$ cat config.mk
export PLATFORM = sky130hd
export DESIGN_NAME = alu_seq_ctrl
export DESIGN_NICKNAME = d
export VERILOG_FILES = /design/src/rtl/alu_seq_pkg.sv /design/src/rtl/alu_seq_ctrl_step_timer.sv /design/src/rtl/alu_seq_ctrl.sv
export SDC_FILE = /design/constraint.sdc
export NUM_CORES = 1
export LEC_CHECK = 0
export ABC_AREA = 1
export BUFFER_PORTS_ARGS = -buffer_cell sky130_fd_sc_hd__buf_4
export CAP_MARGIN = 20
export CORE_UTILIZATION = 60
export CTS_CLUSTER_DIAMETER = 200
export DETAILED_ROUTE_END_ITERATION = 6
export PLACE_DENSITY = 0.83
export SLEW_MARGIN = 0
export SYNTH_ARGS = -nofsm -noshare
export SYNTH_HDL_FRONTEND = slang
export SYNTH_SLANG_ARGS = --single-unit
$ cat constraint.sdc
create_clock -name clk -period 3.88 [get_ports clk]
set_input_delay 0 -clock clk [delete_from_list [all_inputs] [get_ports clk]]
set_output_delay 0 -clock clk [all_outputs]
set_load 0.02 [all_outputs]
$ cat src/rtl/alu_seq_pkg.sv
// Shared definitions for the ALU sequencing controller, the ALU and the
// 7-segment display driver.
//   state_t     : controller FSM states
//   NUM_OPS_DEF : default number of ALU operations
//   OP_*        : op_sel encoding, shared with the ALU and the display
//   op_next     : op_sel increment with wrap modulo the operation count
package alu_seq_pkg;

  typedef enum logic [1:0] {
    IDLE = 2'd0,
    LOAD = 2'd1,
    WAIT = 2'd2,
    CAPT = 2'd3
  } state_t;

  localparam int NUM_OPS_DEF = 8;
  localparam int OP_SEL_W    = 3;

  localparam logic [OP_SEL_W-1:0] OP_PASS_A = 3'd0;
  localparam logic [OP_SEL_W-1:0] OP_ADD    = 3'd1;
  localparam logic [OP_SEL_W-1:0] OP_SUB    = 3'd2;
  localparam logic [OP_SEL_W-1:0] OP_MUL    = 3'd3;
  localparam logic [OP_SEL_W-1:0] OP_AND    = 3'd4;
  localparam logic [OP_SEL_W-1:0] OP_OR     = 3'd5;
  localparam logic [OP_SEL_W-1:0] OP_XOR    = 3'd6;
  localparam logic [OP_SEL_W-1:0] OP_PASS_B = 3'd7;

  function automatic logic [OP_SEL_W-1:0] op_next(input logic [OP_SEL_W-1:0] op,
                                                 input int num_ops);
    if (int'(op) >= num_ops - 1) return '0;
    else return op + 3'd1;
  endfunction

endpackage

$ cat src/rtl/alu_seq_ctrl_step_timer.sv
// Auto-step timer. Produces a one-cycle expire pulse every AUTO_DIV clocks
// while enabled and not held.
//   clk, reset : clock, asynchronous active-high reset
//   en         : enable; deasserting clears the count
//   hold       : freeze the count at its current value
//   expire     : high for the cycle in which the count is AUTO_DIV-1
// AUTO_DIV must be at least 2.
module step_timer #(
  parameter int AUTO_DIV = 50_000_000
) (
  input  logic clk,
  input  logic reset,
  input  logic en,
  input  logic hold,
  output logic expire
);

  localparam int            CW   = (AUTO_DIV > 2) ? $clog2(AUTO_DIV) : 1;
  localparam logic [CW-1:0] LAST = CW'(AUTO_DIV - 1);

  logic [CW-1:0] cnt;

  assign expire = en && !hold && (cnt == LAST);

  always_ff @(posedge clk or posedge reset) begin
    if (reset) begin
      cnt <= '0;
    end else if (!en) begin
      cnt <= '0;
    end else if (!hold) begin
      if (cnt == LAST) cnt <= '0;
      else             cnt <= cnt + CW'(1);
    end
  end

endmodule

$ cat src/rtl/alu_seq_ctrl.sv
// Sequencing controller for the switch-operand ALU / 7-segment datapath.
// Steps the ALU operation on a debounced button tick or an auto-step timer,
// latches the switch operands, waits out the ALU latency and captures the
// result, flagging when the displayed result is coherent with the inputs.
//   clk, reset   : clock, asynchronous active-high reset
//   btn_tick     : one-cycle debounced step pulse
//   auto_en      : enable the auto-step timer
//   hold         : freeze sequencing (steps are remembered, one deep)
//   sw_a, sw_b   : switch operands
//   alu_result   : ALU output, valid ALU_LAT cycles after its inputs settle
//   op_sel       : ALU operation select
//   alu_a, alu_b : latched operands to the ALU
//   result_q     : captured result for the display
//   result_valid : result_q matches op_sel / alu_a / alu_b
//   busy         : FSM outside IDLE
//   done         : one-cycle pulse on each capture
// NUM_OPS must not exceed 8 (3-bit op_sel); ALU_LAT must be at least 1.
module alu_seq_ctrl
  import alu_seq_pkg::*;
#(
  parameter int NUM_OPS  = NUM_OPS_DEF,
  parameter int ALU_LAT  = 1,
  parameter int AUTO_DIV = 50_000_000,
  parameter int DW       = 4
) (
  input  logic                clk,
  input  logic                reset,
  input  logic                btn_tick,
  input  logic                auto_en,
  input  logic                hold,
  input  logic [DW-1:0]       sw_a,
  input  logic [DW-1:0]       sw_b,
  input  logic [2*DW-1:0]     alu_result,
  output logic [OP_SEL_W-1:0] op_sel,
  output logic [DW-1:0]       alu_a,
  output logic [DW-1:0]       alu_b,
  output logic [2*DW-1:0]     result_q,
  output logic                result_valid,
  output logic                busy,
  output logic                done
);

  localparam int             WCW      = (ALU_LAT > 1) ? $clog2(ALU_LAT) : 1;
  localparam logic [WCW-1:0] LAT_LAST = WCW'(ALU_LAT - 1);

  state_t         state, state_nx;
  logic           init, pend;
  logic [WCW-1:0] wcnt;
  logic           expire, step, operands_diff;
  logic           take_step, clr_init, enter_load;

  step_timer #(.AUTO_DIV(AUTO_DIV)) u_step_timer (
    .clk    (clk),
    .reset  (reset),
    .en     (auto_en),
    .hold   (hold),
    .expire (expire)
  );

  // A button tick coinciding with a timer expiry is a single step.
  assign step          = btn_tick | expire;
  assign operands_diff = ({sw_a, sw_b} != {alu_a, alu_b});
  assign busy          = (state != IDLE);
  assign enter_load    = (state == IDLE) && (state_nx == LOAD);

  always_comb begin
    state_nx  = state;
    take_step = 1'b0;
    clr_init  = 1'b0;
    case (state)
      IDLE: begin
        if (!hold) begin
          if (init) begin
            state_nx = LOAD;
            clr_init = 1'b1;
          end else if (step || pend) begin
            state_nx  = LOAD;
            take_step = 1'b1;
          end else if (operands_diff) begin
            state_nx = LOAD;
          end
        end
      end
      LOAD:    state_nx = WAIT;
      WAIT:    if (wcnt == LAT_LAST) state_nx = CAPT;
      CAPT:    state_nx = IDLE;
      default: state_nx = IDLE;
    endcase
  end

  always_ff @(posedge clk or posedge reset) begin
    if (reset) state <= IDLE;
    else       state <= state_nx;
  end

  always_ff @(posedge clk or posedge reset) begin
    if (reset) begin
      init         <= 1'b1;
      pend         <= 1'b0;
      op_sel       <= '0;
      wcnt         <= '0;
      alu_a        <= '0;
      alu_b        <= '0;
      result_q     <= '0;
      result_valid <= 1'b0;
      done         <= 1'b0;
    end else begin
      done <= (state == CAPT);
      if (clr_init) init <= 1'b0;
      // One-deep step memory: a consumed step clears it, any other step
      // (while busy, held or during the init load) sets it.
      pend <= take_step ? 1'b0 : (pend | step);
      if (take_step) op_sel <= op_next(op_sel, NUM_OPS);
      // op_sel may change on this edge, so the old result stops being valid.
      if (enter_load) result_valid <= 1'b0;
      case (state)
        LOAD: begin
          alu_a        <= sw_a;
          alu_b        <= sw_b;
          result_valid <= 1'b0;
          wcnt         <= '0;
        end
        WAIT: wcnt <= wcnt + WCW'(1);
        CAPT: begin
          result_q     <= alu_result;
          result_valid <= 1'b1;
        end
        default: ;
      endcase
    end
  end

endmodule

==> results of run 1 <==
==> layer usage <==
metal | global-route usage | vias to the layer above | part of all wire
li1 | - | 1346 | -
met2 | 0.466 | 66 | 0.50
met3 | 0.0486 | 17 | 0.039
met5 | 0 | - | 0
met4 | 0.122 | 0 | 0.023
met1 | 0.331 | 1233 | 0.43
==> registers in the layout (all words and copies together) (netlist names) <==
signal	cells
u_step_timer.cnt	26
result_q	8
alu_a	4
alu_b	4
op_sel	3
state	2
done	1
init	1
pend	1
result_valid	1
wcnt	1
==> layout make-up <==
cell class                      count  area share
Multi-Input combinational cell    270       0.397
Sequential cell                    52       0.361
Timing Repair Buffer               61       0.143
Inverter                           53      0.0551
Tap cell                           67      0.0232
Clock buffer                        6      0.0201
Clock inverter                      1     0.00139
==> layout by cell type (no fill, tap or decap), types with 2 or more instances in the layout <==
cell	count
nor2_2	5
nand2_2	3
ha_1	7
xor2_1	3
xnor2_1	6
inv_1	42
inv_2	10
dlygate4sd3_1	18
o21ai_0	22
clkbuf_8	5
nand2_1	108
nand2_4	2
nand3_1	16
nand3_2	2
o32ai_1	2
dfrtp_1	51
buf_4	42
mux2_2	3
o22ai_1	4
o31ai_1	2
a21oi_2	2
nor2_1	38
nor4_1	3
nor3_4	2
a21oi_1	12
nor2_4	3
nor3_1	3
o21ai_2	2
o21ai_1	6
nand4_1	6
==> stage by stage <==
| stage | instances | utilization | area (um^2) |
|---|---|---|---|
| after floorplan | 380 | - | 2960 |
| after global placement | 484 | 0.706 | 3330 |
| after detailed placement | 484 | 0.706 | 3330 |
| after CTS | 508 | 0.758 | 3580 |
| after global routing | 510 | 0.765 | 3610 |
| final | 510 | 0.765 | 3610 |
==> kinds of logic (layout without fill, tap and decap cells) <==
kind of cell / count (synthesis) / in the layout / share of synthesized area
xor+xnor: 9 / 9 / 0.0266
simple gates: 194 / 194 / 0.303
buf+inv: 58 / 121 / 0.0761
fa+ha+maj: 7 / 7 / 0.0296
flops: 52 / 52 / 0.440
compound gates: 57 / 57 / 0.113
mux: 3 / 3 / 0.0114
==> worst max-delay path: stages, from the launching register on <==
cell and delay (ns):
dfrtp_1 0.39, ha_1 0.19, nand2_1 0.09, nor2_4 0.17, nand2_1 0.07, nor2_1 0.12
nand2_1 0.12, nand2_4 0.21, inv_2 0.12, nand3_1 0.09, o21ai_0 0.08
==> power by group through the flow <==
| stage | sequential [mW] | clock [mW] | combinational [mW] |
|---|---|---|---|
| after floorplan | 0.899 | 0 | 0.360 |
| after global placement | 0.780 | 0 | 0.737 |
| after detailed placement | 0.783 | 0 | 0.764 |
| after CTS | 0.774 | 0.304 | 0.778 |
| after global routing | 0.793 | 0.320 | 0.870 |
| final | 0.776 | 0.298 | 0.788 |
==> path summary, 6_finish.rpt <==
kind,startpoint,endpoint,slack (ns),cells after the start
min reg2reg,wcnt$_DFFE_PP0P_,wcnt$_DFFE_PP0P_,0.47,1
min,hold,init$_DFFE_PP1P_,0.002,3
max reg2reg,u_step_timer.cnt[0]$_DFFE_PP0P_,u_step_timer.cnt[12]$_DFFE_PP0P_,2.10,10
min in group asynchronous,reset,u_step_timer.cnt[19]$_DFFE_PP0P_,0.26,3
max,u_step_timer.cnt[0]$_DFFE_PP0P_,u_step_timer.cnt[12]$_DFFE_PP0P_,2.10,10
max in group asynchronous,reset,init$_DFFE_PP1P_,3.03,4
==> timing repair <==
item                      in CTS  in global routing
gates resized for setup        0                  0
hold buffers                  17                  1
hold endpoints to repair      17                 18
==> metrics.txt, run 1 <==
storage element area=1300 um^2; Final TNS setup=0 ns; CTS tree=done; fillcell total=329; f_max=561 MHz; Post-synth ARST share=1.00; Rel. slew slack=0.578; Hold WC Path Type=in -> reg; clock latency on the worst-skew pair=between 0.3 and 0.4 ns; Worst EP arrival=1.95 ns; total power draw=around 1.9 mW; Avg Synthesized Cell Area=7.79 um^2; Slew @ Worst Pin=0.631 ns; share of total power in the clock network=0.160; Max Buffers Root-to-Sink=2; post-route ant nets=0; layout cells sized above 1=0.194; syn nets=408; global-route wire length before repair=10900 um; Worst EP required=4.05 ns; routed via count=~2700; Leakage=1.74 nW; Synth top cells by count=nand2_1 (108), dfrtp_1 (51), inv_1 (43); GRT overflow=0; vias in the first global route=approximately 2500; Post-Route WL=6580 um; clock tree sinks=52; Post-DP HPWL=4530 um; Root Driver=clkbuf_8; final hold vios=0; drt first pass iters=4; sequential area share after synthesis=0.440; post-synthesis cell count=380; min cycle time layout=1.78 ns; outcome=completed; Ys Warns=0; Yosys top cell by area=dfrtp_1; Worst-path clk slew=0.09 ns; Psw=about 0.74 mW; peak fanout along the critical path=18; maxcap violations=0; sequential power share=0.417; dpl ws=about 2.1 ns; # rows=25; kind of end point of the critical path=flop; Cell Int Power=1.12 mW; fin nets=471; number of synthesized flops with an enable pin=0; Max VDD drop=between 500 and 600 uV; Ports=43; WL per Instance=12.9 um; Hold WS=0.00180 ns; global placer's final weighted congestion=0.892; largest net degree at the start of global routing=53; initial drt markers=200; max-slew violation count=0; Yosys top cell area share=0.431; Chip Width=72.2 um; WS Path Type=reg -> reg; most common cell in the netlist=nand2_1; Switching Share=0.396; Core ar.=4720 um^2; FF+latch count, synth=52; Setup violations, final=0; Synth-to-Final Area Change=22.0%; Clock Skews=~0.0095 ns; Setup crit start kind=flop; Gate power share=0.423; Vias/cell=between 5 and 6; RSZ-0062 raised after global routing=false; PD cells=515 nW/um^2; Initial Util=0.627; Synth cell types=39; multi-input logic area=1430 um^2; gr usage total=0.270; Worst Setup Slack, final=2.10 ns; Top FF cell, synth=dfrtp_1; PortBufs=42; setup bufs post-CTS=0; CTS buffer count=5; Die Ht=72.2 um; area of the mapped netlist=2960 um^2; antenna violations before repair=0; largest cells by area after synthesis=dfrtp_1 (43%), nand2_1 (14%), inv_1 (5.5%); Remaining DRCs=0; H-tree depth=2; antenna cells=0; Die Area=5220 um^2; final period utilization=0.459
(Power assumes the default switching activity.)
==> inputs of run 2 (changes only) <==
--- a/config.mk
+++ b/config.mk
@@ -8,10 +8,10 @@
 export ABC_AREA = 1
 export BUFFER_PORTS_ARGS = -buffer_cell sky130_fd_sc_hd__buf_4
 export CAP_MARGIN = 20
-export CORE_UTILIZATION = 60
+export CORE_UTILIZATION = 52
 export CTS_CLUSTER_DIAMETER = 200
 export DETAILED_ROUTE_END_ITERATION = 6
-export PLACE_DENSITY = 0.83
+export PLACE_DENSITY = 0.77
 export SLEW_MARGIN = 0
 export SYNTH_ARGS = -nofsm -noshare
 export SYNTH_HDL_FRONTEND = slang
==> constraint.sdc (replaced) <==
create_clock -name clk -period 1.61 [get_ports clk]
set_input_delay 0 -clock clk [delete_from_list [all_inputs] [get_ports clk]]
set_output_delay 0 -clock clk [all_outputs]
set_load 0.02 [all_outputs]
==> run 2 against run 1 <==
  * The run now ends with setup timing left
  * Clock skew rose by 0.0055 ns
  * Wire length rose by 13%
  * Via count rose by 7.5%
  * Clock power rose to 2.7 times the previous value
  * Hold slack improved by 0.020 ns
  * First-iteration DRC count fell by 27%
  * Combinational power rose to 2.7 times the previous value
  * Global-route usage fell by 1.1 points
  * Critical path type unchanged
  * Largest cell class unchanged
  * Largest power group unchanged
==> metrics.txt, run 2 (synthesis gave the netlist of run 1 again) <==
Initial Util=0.538 (-0.0891); H-tree depth=2 (unchanged); Ports=43 (unchanged); Core ar.=5510 um^2 (+17%); Rel. slew slack=0.664 (+0.0858); Psw=1.91 mW (+160%); global placer's final weighted congestion=0.851 (-4.5%); Worst EP required=1.82 ns (-2.23 ns); gr usage total=0.259 (-0.0112); vias in the first global route=2791 (+11%); PD cells=1190 nW/um^2 (+130%); share of total power in the clock network=0.167 (+0.007); Worst-path clk slew=0.11 ns (+0.02 ns); final hold vios=0 (unchanged); min cycle time layout=1.65 ns (-0.134 ns); initial drt markers=147 (-27%); outcome=complete, but fails checks; Die Ht=77.5 um (+7.2%); design area=4020 um^2 (+11%); layout cells sized above 1=0.300 (+0.105); Hold WC Path Type=in -> reg; WS Path Type=reg -> reg; clock tree sinks=52 (unchanged); most frequent cells in the layout=nand2_1 (103), buf_4 (81), dfrtp_1 (49), inv_1 (39), nor2_1 (37); biggest regs=u_step_timer.cnt x26, result_q x8; Final TNS setup=-0.0618 ns (-0.0618 ns); maxcap violations=0 (unchanged); Vias/cell=5.15 (-1.4%); fin nets=511 (+8.5%); CTS buffer count=5 (unchanged); Worst Setup Slack, final=-0.0387 ns (-2.14 ns); Gate power share=0.440 (+0.017); fillcell total=392 (+19%); clock latency on the worst-skew pair=0.32 ns (about the same); post-route ant nets=0 (unchanged); Max VDD drop=1040 uV (+100%); GRT overflow=0 (unchanged); Leakage=1.96 nW (+13%); Root Driver=clkbuf_8; Synth-to-Final Area Change=35.7%; Clock Skews=0.0150 ns (+0.00547 ns); Setup violations, final=2 (+2); peak fanout along the critical path=3 (-15); Setup crit start kind=flop; drt first pass iters=4 (unchanged); final period utilization=1.02 (+0.565); global-route wire length before repair=12200 um (+13%); failing checks=setup timing; Worst EP arrival=1.86 ns (-0.09 ns); kind of end point of the critical path=flop; max reg flops=26 (unchanged); routed via count=2862 (+7.5%); max-slew violation count=0 (unchanged); f_max=607 MHz (+8.1%); Reg with most FFs=u_step_timer.cnt; Post-Route WL=7430 um (+13%); Remaining DRCs=0 (unchanged); largest net degree at the start of global routing=25 (-53%); Switching Share=0.401 (+0.00537); Slew @ Worst Pin=0.502 ns (-0.129 ns); Cell Int Power=2.85 mW (+150%); total power draw=4.76 mW (+160%); Max Buffers Root-to-Sink=2 (unchanged); sequential power share=0.393 (-0.024); WL per Instance=13.4 um (+3.5%); # rows=27 (+8.0%); RSZ-0062 raised after global routing=true; antenna cells=0 (unchanged); CTS tree=done; final core occ=0.730 (-0.0349); most common cell after layout, fill and taps aside=nand2_1; Die Area=6000 um^2 (+15%); dpl cell area=3540 um^2 (+6.2%); Chip Width=77.5 um (+7.2%); antenna violations before repair=0 (unchanged); Post-DP HPWL=4990 um (+10%); PortBufs=42 (unchanged)
-- run 2: cell type report --
type,instances,area (um^2),area share
sequential,52,1310,0.325
multi-input combinational,271,1510,0.377
timing repair buffer,100,808,0.201
tap,72,90.1,0.0224
clock buffer,5,68.8,0.0171
inverter,53,206,0.0514
clock inverter,3,26.3,0.00654
-- run 2: final timing paths --
path                                            startpoint  cells past startpoint                                to  slack (ns)
setup / recovery           u_step_timer.cnt[1]$_DFFE_PP0P_                     14          result_valid$_DFFE_PP0P_       -0.04
hold / removal                                        hold                      3                  init$_DFFE_PP1P_        0.02
setup reg to reg           u_step_timer.cnt[1]$_DFFE_PP0P_                     14          result_valid$_DFFE_PP0P_       -0.04
hold reg to reg                           wcnt$_DFFE_PP0P_                      1                  wcnt$_DFFE_PP0P_        0.49
max in group asynchronous                            reset                      4   u_step_timer.cnt[8]$_DFFE_PP0P_        0.84
min in group asynchronous                            reset                      3  u_step_timer.cnt[19]$_DFFE_PP0P_        0.22
-- run 2: timing repair --
action / in CTS / in global routing
cloned: 1 / 0
endpoints found under the hold margin: 52 / 0
buffers inserted: 7 / 8
hold buffers: 18 / 0
resized for setup: 6 / 22
pin swaps: 5 / 15
endpoints found under the setup margin: 14 / 31
-- run 2: critical path, cell delays in order (launching register included) --
cell,delay (ns)
dfrtp_1,0.37
ha_2,0.20
nand2_2,0.07
nor2_4,0.12
nand2_2,0.08
nor2_4,0.11
nand3_2,0.10
nand2_4,0.11
inv_2,0.05
nand2_2,0.05
nand2_1,0.05
nand2_1,0.09
nand2_1,0.05
nand2_1,0.05
nand2_1,0.05
-- run 2: per-stage QoR --
stage / hold slack (ns) / cells / setup slack [ns]
3_5_place_dp: -0.00950 / 514 / -0.0349
3_3_place_gp: -0.0103 / 514 / 0.0345
5_1_grt: 0.0290 / 556 / -0.201
4_1_cts: 0.0141 / 548 / -0.0487
6_report: 0.0214 / 556 / -0.0387
2_1_floorplan: 0.117 / 380 / 0.0427
-- run 2: power by group through the flow --
| stage | Combinational, mW | Clock, mW | Sequential, mW |
|---|---|---|---|
| after global placement | 1.86 | 0 | 1.87 |
| final | 2.10 | 0.794 | 1.87 |
| after CTS | 1.99 | 0.810 | 1.86 |
| after detailed placement | 1.92 | 0 | 1.87 |
| after floorplan | 0.867 | 0 | 2.17 |
| after global routing | 2.30 | 0.847 | 1.91 |
-- run 2: per-layer routing --
layer,part of all wire,vias to the layer above,track usage
met4,0.027,0,0.108
met1,0.42,1332,0.305
li1,-,1426,-
met5,0,-,0
met3,0.044,23,0.0376
met2,0.51,81,0.469
